### config.mk
export PLATFORM = sky130hd
export DESIGN_NAME = eeprom_programmer
export DESIGN_NICKNAME = d
export VERILOG_FILES = /design/src/rtl/eeprom_programmer.sv
export SDC_FILE = /design/constraint.sdc
export NUM_CORES = 1
export LEC_CHECK = 0
export CELL_PAD_IN_SITES_DETAIL_PLACEMENT = 0
export CELL_PAD_IN_SITES_GLOBAL_PLACEMENT = 1
export CORE_UTILIZATION = 38
export CTS_BUF_LIST = sky130_fd_sc_hd__clkbuf_4 sky130_fd_sc_hd__clkbuf_8
export DETAILED_ROUTE_END_ITERATION = 10
export GPL_ROUTABILITY_DRIVEN = 0
export MAX_ROUTING_LAYER = met4
export PLACE_DENSITY_LB_ADDON = 0.1
export SYNTH_ARGS = -nofsm -noshare
export SYNTH_HDL_FRONTEND = slang
export SYNTH_SLANG_ARGS = --single-unit
### constraint.sdc
create_clock -name clk -period 5.42 [get_ports clk]
set_input_delay 1.084 -clock clk [delete_from_list [all_inputs] [get_ports clk]]
set_output_delay 1.084 -clock clk [all_outputs]
set_load 0.005 [all_outputs]
### src/rtl/eeprom_programmer.sv
// Streams a byte burst into an EEPROM, reading each cell back (3 cycles/byte minimum);
// the source is stalled by byte_ready, which is high only while waiting for the next byte.
module eeprom_programmer #(
    parameter int ADDR_W      = 10,
    parameter int EEPROM_SIZE = 1024
) (
    input  logic              clk,
    input  logic              reset,
    input  logic              start,
    input  logic [ADDR_W-1:0] base_addr,
    input  logic [ADDR_W:0]   length,
    input  logic [7:0]        byte_in,
    input  logic              byte_valid,
    output logic              byte_ready,
    output logic [7:0]        mem_data,
    output logic [ADDR_W-1:0] mem_addr,
    output logic              mem_ram_in,
    output logic              mem_ram_out,
    input  logic [7:0]        mem_q,
    output logic              busy,
    output logic              done,
    output logic              verify_err,
    output logic [ADDR_W-1:0] err_addr
);

    typedef enum logic [2:0] {
        IDLE,
        WAIT_BYTE,
        WRITE,
        VERIFY,
        FINISH
    } state_t;

    localparam logic [ADDR_W-1:0] ADDR_ONE  = {{(ADDR_W-1){1'b0}}, 1'b1};
    localparam logic [ADDR_W-1:0] ADDR_LAST = ADDR_W'(EEPROM_SIZE - 1);
    localparam logic [ADDR_W:0]   LEN_ONE   = {{ADDR_W{1'b0}}, 1'b1};

    state_t            state;
    state_t            state_nxt;
    logic [ADDR_W-1:0] addr_cnt;
    logic [ADDR_W:0]   remaining;

    always_comb begin
        state_nxt   = state;
        byte_ready  = 1'b0;
        mem_ram_in  = 1'b0;
        mem_ram_out = 1'b0;
        done        = 1'b0;
        busy        = (state != IDLE);
        case (state)
            IDLE: begin
                if (start) begin
                    state_nxt = (length == '0) ? FINISH : WAIT_BYTE;
                end
            end
            WAIT_BYTE: begin
                byte_ready = 1'b1;
                if (byte_valid) begin
                    state_nxt = WRITE;
                end
            end
            WRITE: begin
                mem_ram_in = 1'b1;
                state_nxt  = VERIFY;
            end
            VERIFY: begin
                mem_ram_out = 1'b1;
                state_nxt   = (remaining == LEN_ONE) ? FINISH : WAIT_BYTE;
            end
            FINISH: begin
                done      = 1'b1;
                state_nxt = IDLE;
            end
            default: state_nxt = IDLE;
        endcase
    end

    // mem_addr/mem_data are only reloaded when a byte is accepted, so the EEPROM
    // pins stay frozen while the counter advances between bytes.
    always_ff @(posedge clk) begin
        if (reset) begin
            state      <= IDLE;
            addr_cnt   <= '0;
            remaining  <= '0;
            mem_data   <= '0;
            mem_addr   <= '0;
            verify_err <= 1'b0;
            err_addr   <= '0;
        end else begin
            state <= state_nxt;
            case (state)
                IDLE: begin
                    if (start) begin
                        addr_cnt   <= base_addr;
                        remaining  <= length;
                        verify_err <= 1'b0;
                        err_addr   <= '0;
                    end
                end
                WAIT_BYTE: begin
                    if (byte_valid) begin
                        mem_data <= byte_in;
                        mem_addr <= addr_cnt;
                    end
                end
                VERIFY: begin
                    if ((mem_q != mem_data) && !verify_err) begin
                        verify_err <= 1'b1;
                        err_addr   <= mem_addr;
                    end
                    addr_cnt  <= (addr_cnt == ADDR_LAST) ? '0 : addr_cnt + ADDR_ONE;
                    remaining <= remaining - LEN_ONE;
                end
                default: ;
            endcase
        end
    end

endmodule

==> impl.org <==
** STA
- The worst path uses 64.2% of the clock period.
- Aggregate negative setup slack :: 0 ns
- Number of setup violations in the final report :: 0
- Across the routed clock network, the largest skew measured is 0.00395 ns.
- Maximum operating frequency :: between 0.2 and 0.3 GHz
- Number of pins exceeding their max-slew limit in the final report :: 0
- For the pin with the worst max-slew slack, the measured transition is 1.14 ns.
- The count of endpoints failing hold in the final timing report came to 0.
- Unrepaired setup endpoints after global routing :: no
- The worst path meets setup with 1.94 ns of slack.
- Period minus WS final :: 3.48 ns
- Measured against its own limit, the worst slew margin works out to 24.0%.

** Worst setup path
- Cells traversed along the worst timing path :: nand2_4 -> or2_1 -> inv_2 -> clkdlybuf4s50_1
- Required time worst endpoint :: between 4 and 5 ns
- Reg-to-Reg Start :: state[0]
- Max stage delay cell, worst path :: sky130_fd_sc_hd__clkdlybuf4s50_1
- Crit Path Max Fanout :: 23
- STA classifies the critical path endpoint as a primary output.
- STA classifies the critical path startpoint as a register.
- Data arrives at the worst endpoint at 2.40 ns.
- The critical path in this run is classified as register to primary output.
- Tracing the worst setup path back leads to its startpoint at state[0].
- Delay contributed by the slowest stage of the critical path :: about 0.59 ns

** Global routing
- Global routing used 19.5% of the available tracks.
- Vias in the first global route :: approximately 2300
- The first global-routing pass estimated between 10 and 15 mm of wire.
- Antenna violations before repair :: 0
- For this run the aggregate overflow at the end of global routing stands at 0.
- Entering global routing, the biggest net connects 63 pins.

** Layout
- The library cell used most frequently in the layout, excluding fill and tap cells, is sky130_fd_sc_hd__clkdlybuf4s50_1.
- After routing the design area is between 3000 and 4000 um^2.
- After the flow finishes, the layout carries non-filler instances totaling 490.
- The final layout contains 437 nets.
- In the layout the commonest cells are 73 x sky130_fd_sc_hd__clkdlybuf4s50_1, 53 x sky130_fd_sc_hd__dfxtp_1, 50 x sky130_fd_sc_hd__nand2_1.
- Relative to the synthesized area, the layout overhead comes to 31.8%.
- Final standard cell utilization of the core :: 52.1%
- Diodes inserted :: 0
- Share of layout cells above drive strength 1 :: 5.33%

** Routing
- Dividing the detail-routed wire length by the instance count gives 13.6 um.
- Final routed DRC violation total :: 0
- Antenna viol nets, final :: 0
- Routed wire length :: 6.67 mm
- Dividing the detail-routed via count by the number of cells gives 5.22.
- In this run, the number of DRC markers left after iteration 0 of detailed routing was 134.
- TritonRoute pass-1 iters :: 4
- The final route contains about 2600 vias.

** Run status
- Status :: complete, no violations

** Synthesis
- Register bit total from synthesis :: 53
- Number of distinct standard cells referenced by the synthesized netlist :: 53
- Cell area after synthesis :: 2680 um^2
- Sequential cell area fraction in the yosys report :: between 30 and 40%
- Averaged over all synthesized cells, the footprint is between 7 and 8 um^2.
- In this run, synthesis inferred 0 flip-flops with an integrated enable.
- In the synthesized netlist the async set-or-reset flop fraction comes to 0%.
- Synthesis produced a netlist whose cell count is 336.
- The Yosys step of the flow raised 0 warnings.
- For this run, the leading register cell type out of synthesis is sky130_fd_sc_hd__dfxtp_1.
- The number of nets handed over by synthesis was 380.

** Clocking
- In this run, post-CTS repair resized a total of 0 instances.
- Clock root buffer master :: sky130_fd_sc_hd__clkbuf_8
- The clock reaches the later pin of the worst-skew pair after 0.30 ns.
- Number of hold-repair buffers added at the cts stage :: 0
- TritonCTS clock tree :: built
- The number of setup buffers added after CTS is 0.
- The H-tree generated during clock tree synthesis spans 2 levels.
- Clock transition time at the flip-flop clock pins of the worst setup and hold paths :: 0.10 ns
- Clock net sink count :: 53
- Number of clock buffers inserted by TritonCTS :: 5
- Worst-case clock buffer depth :: 2

** Power
- Leakage power total :: 0.00114 uW
- Combinational cells account for 23.1% of the total power.
- Part of the total power dissipated in the clock network :: 29.4%
- Cell internal power was estimated by the tool at 678 uW.
- Power spread over the standard cell area amounts to between 200 and 300 nW/um^2.
- Reg power frac :: between 40% and 50%
- Net Switching :: 288 uW
- VDD sags by at most between 0.15 and 0.2 mV.
- In this run switching power makes up 29.8% of total power.

** Place
- In this run the cell area measured after placement is 3420 um^2.
- Before CTS, the worst setup slack after placement is 2.05 ns.
- Summed over all nets, the half-perimeter wirelength after detailed placement is 4.65 mm.
- Number of port buffers :: 74
- Once placement completed, the tool counted placed cells totaling 482.

** Die
- The floorplan has 30 rows.
- The die is 86.0 um wide.
- Starting Density :: 39.5%
- The floorplan step set the die height to 86.0 um.
- Ports placed on the boundary :: 75
- The die covers about 7400 um^2.
- Core Footprint :: 6790 um^2

** Job
- Max-cap violation count :: 0

** Min path
- Worst hold path class :: register to register
- In this run the most critical hold path is launched from mem_addr[4].
routing by layer:
metal	track usage, %	part of all wire [%]
met3	2.60	3.7
met5	-	0
met2	29.1	45
met4	6.52	1.2
met1	27.0	51
kinds of logic (layout without fill, tap and decap cells):
family / Yosys count / count (layout) / share of synthesized area, %
and+or+nand+nor: 139 / 139 / 25.4
AOI/OAI and AO/OA: 89 / 89 / 22.6
DFF: 53 / 53 / 39.5
buffers and inverters: 39 / 97 / 6.62
xor gates and xnor gates: 10 / 10 / 3.26
adders and majority gates: 3 / 3 / 1.40
muxes: 3 / 3 / 1.26
registers in the layout, summed over array words and instances (netlist names):
name and cells:
remaining 11, mem_addr 10, mem_data 8, addr_cnt 10, err_addr 10, state 3, verify_err 1
power groups by stage:
stage                     clock network, uW  registers, uW  logic [uW]
after global placement                    0            466         223
after global routing                    307            464         249
after detailed placement                  0            467         224
after floorplan                           0            450         159
final                                   284            458         223
after CTS                               292            457         225
through the flow:
step                      hold slack [ns]  power, uW
after floorplan                     0.450        609
after global placement              0.461        689
after detailed placement            0.463        690
after CTS                           0.478        974
after global routing                0.494       1020
final                               0.474        966
final timing paths:
check | end | slack [ns] | cells past startpoint
min reg2reg | mem_addr[4] | 0.47 | 2
max reg2reg | remaining[6] | 3.15 | 6
min | mem_addr[4] | 0.47 | 2
max | mem_ram_out | 1.94 | 4
cell usage after synthesis, drive strengths merged, types with 2 or more instances:
| cell | number | area share (%) |
|---|---|---|
| dfxtp | 53 | 40 |
| nand2 | 51 | 7.4 |
| a21oi | 36 | 6.9 |
| nor2 | 25 | 3.5 |
| inv | 15 | 2.1 |
| nor3 | 14 | 2.8 |
| o21ai | 14 | 2.6 |
| clkbuf | 13 | 1.8 |
| nand2b | 12 | 2.8 |
| o32ai | 12 | 3.9 |
| buf | 11 | 2.7 |
| nand3 | 10 | 1.9 |
| xnor2 | 10 | 3.3 |
| nand4 | 7 | 1.6 |
| a211oi | 4 | 1.1 |
| a31oi | 4 | 0.93 |
| and2 | 3 | 0.70 |
| ha | 3 | 1.4 |
| mux2 | 3 | 1.3 |
| a22oi | 2 | 0.56 |
| and3 | 2 | 0.47 |
| and4 | 2 | 0.65 |
| nand3b | 2 | 0.56 |
| nor3b | 2 | 0.56 |
| nor4 | 2 | 0.47 |
| o211ai | 2 | 0.56 |
| o21a | 2 | 0.56 |
| o31ai | 2 | 1.1 |
| or2 | 2 | 0.47 |
| or3 | 2 | 0.47 |
final cells by class:
cell class	instances	area, um^2
repair buffers	74	736
flip-flops and latches	53	1060
well taps	96	120
fillers	692	3260
clock buffers	6	82.6
clock inverters	2	37.5
multi-input cells	244	1450
inverters	15	56.3
critical path: cells and delay by family, from the launching register on:
kind	cells	cell delay, ns
flip-flops	1	0.53
buffers and inverters	2	1.00
AND/OR/NAND/NOR	2	0.55
(Power assumes the default switching activity.)
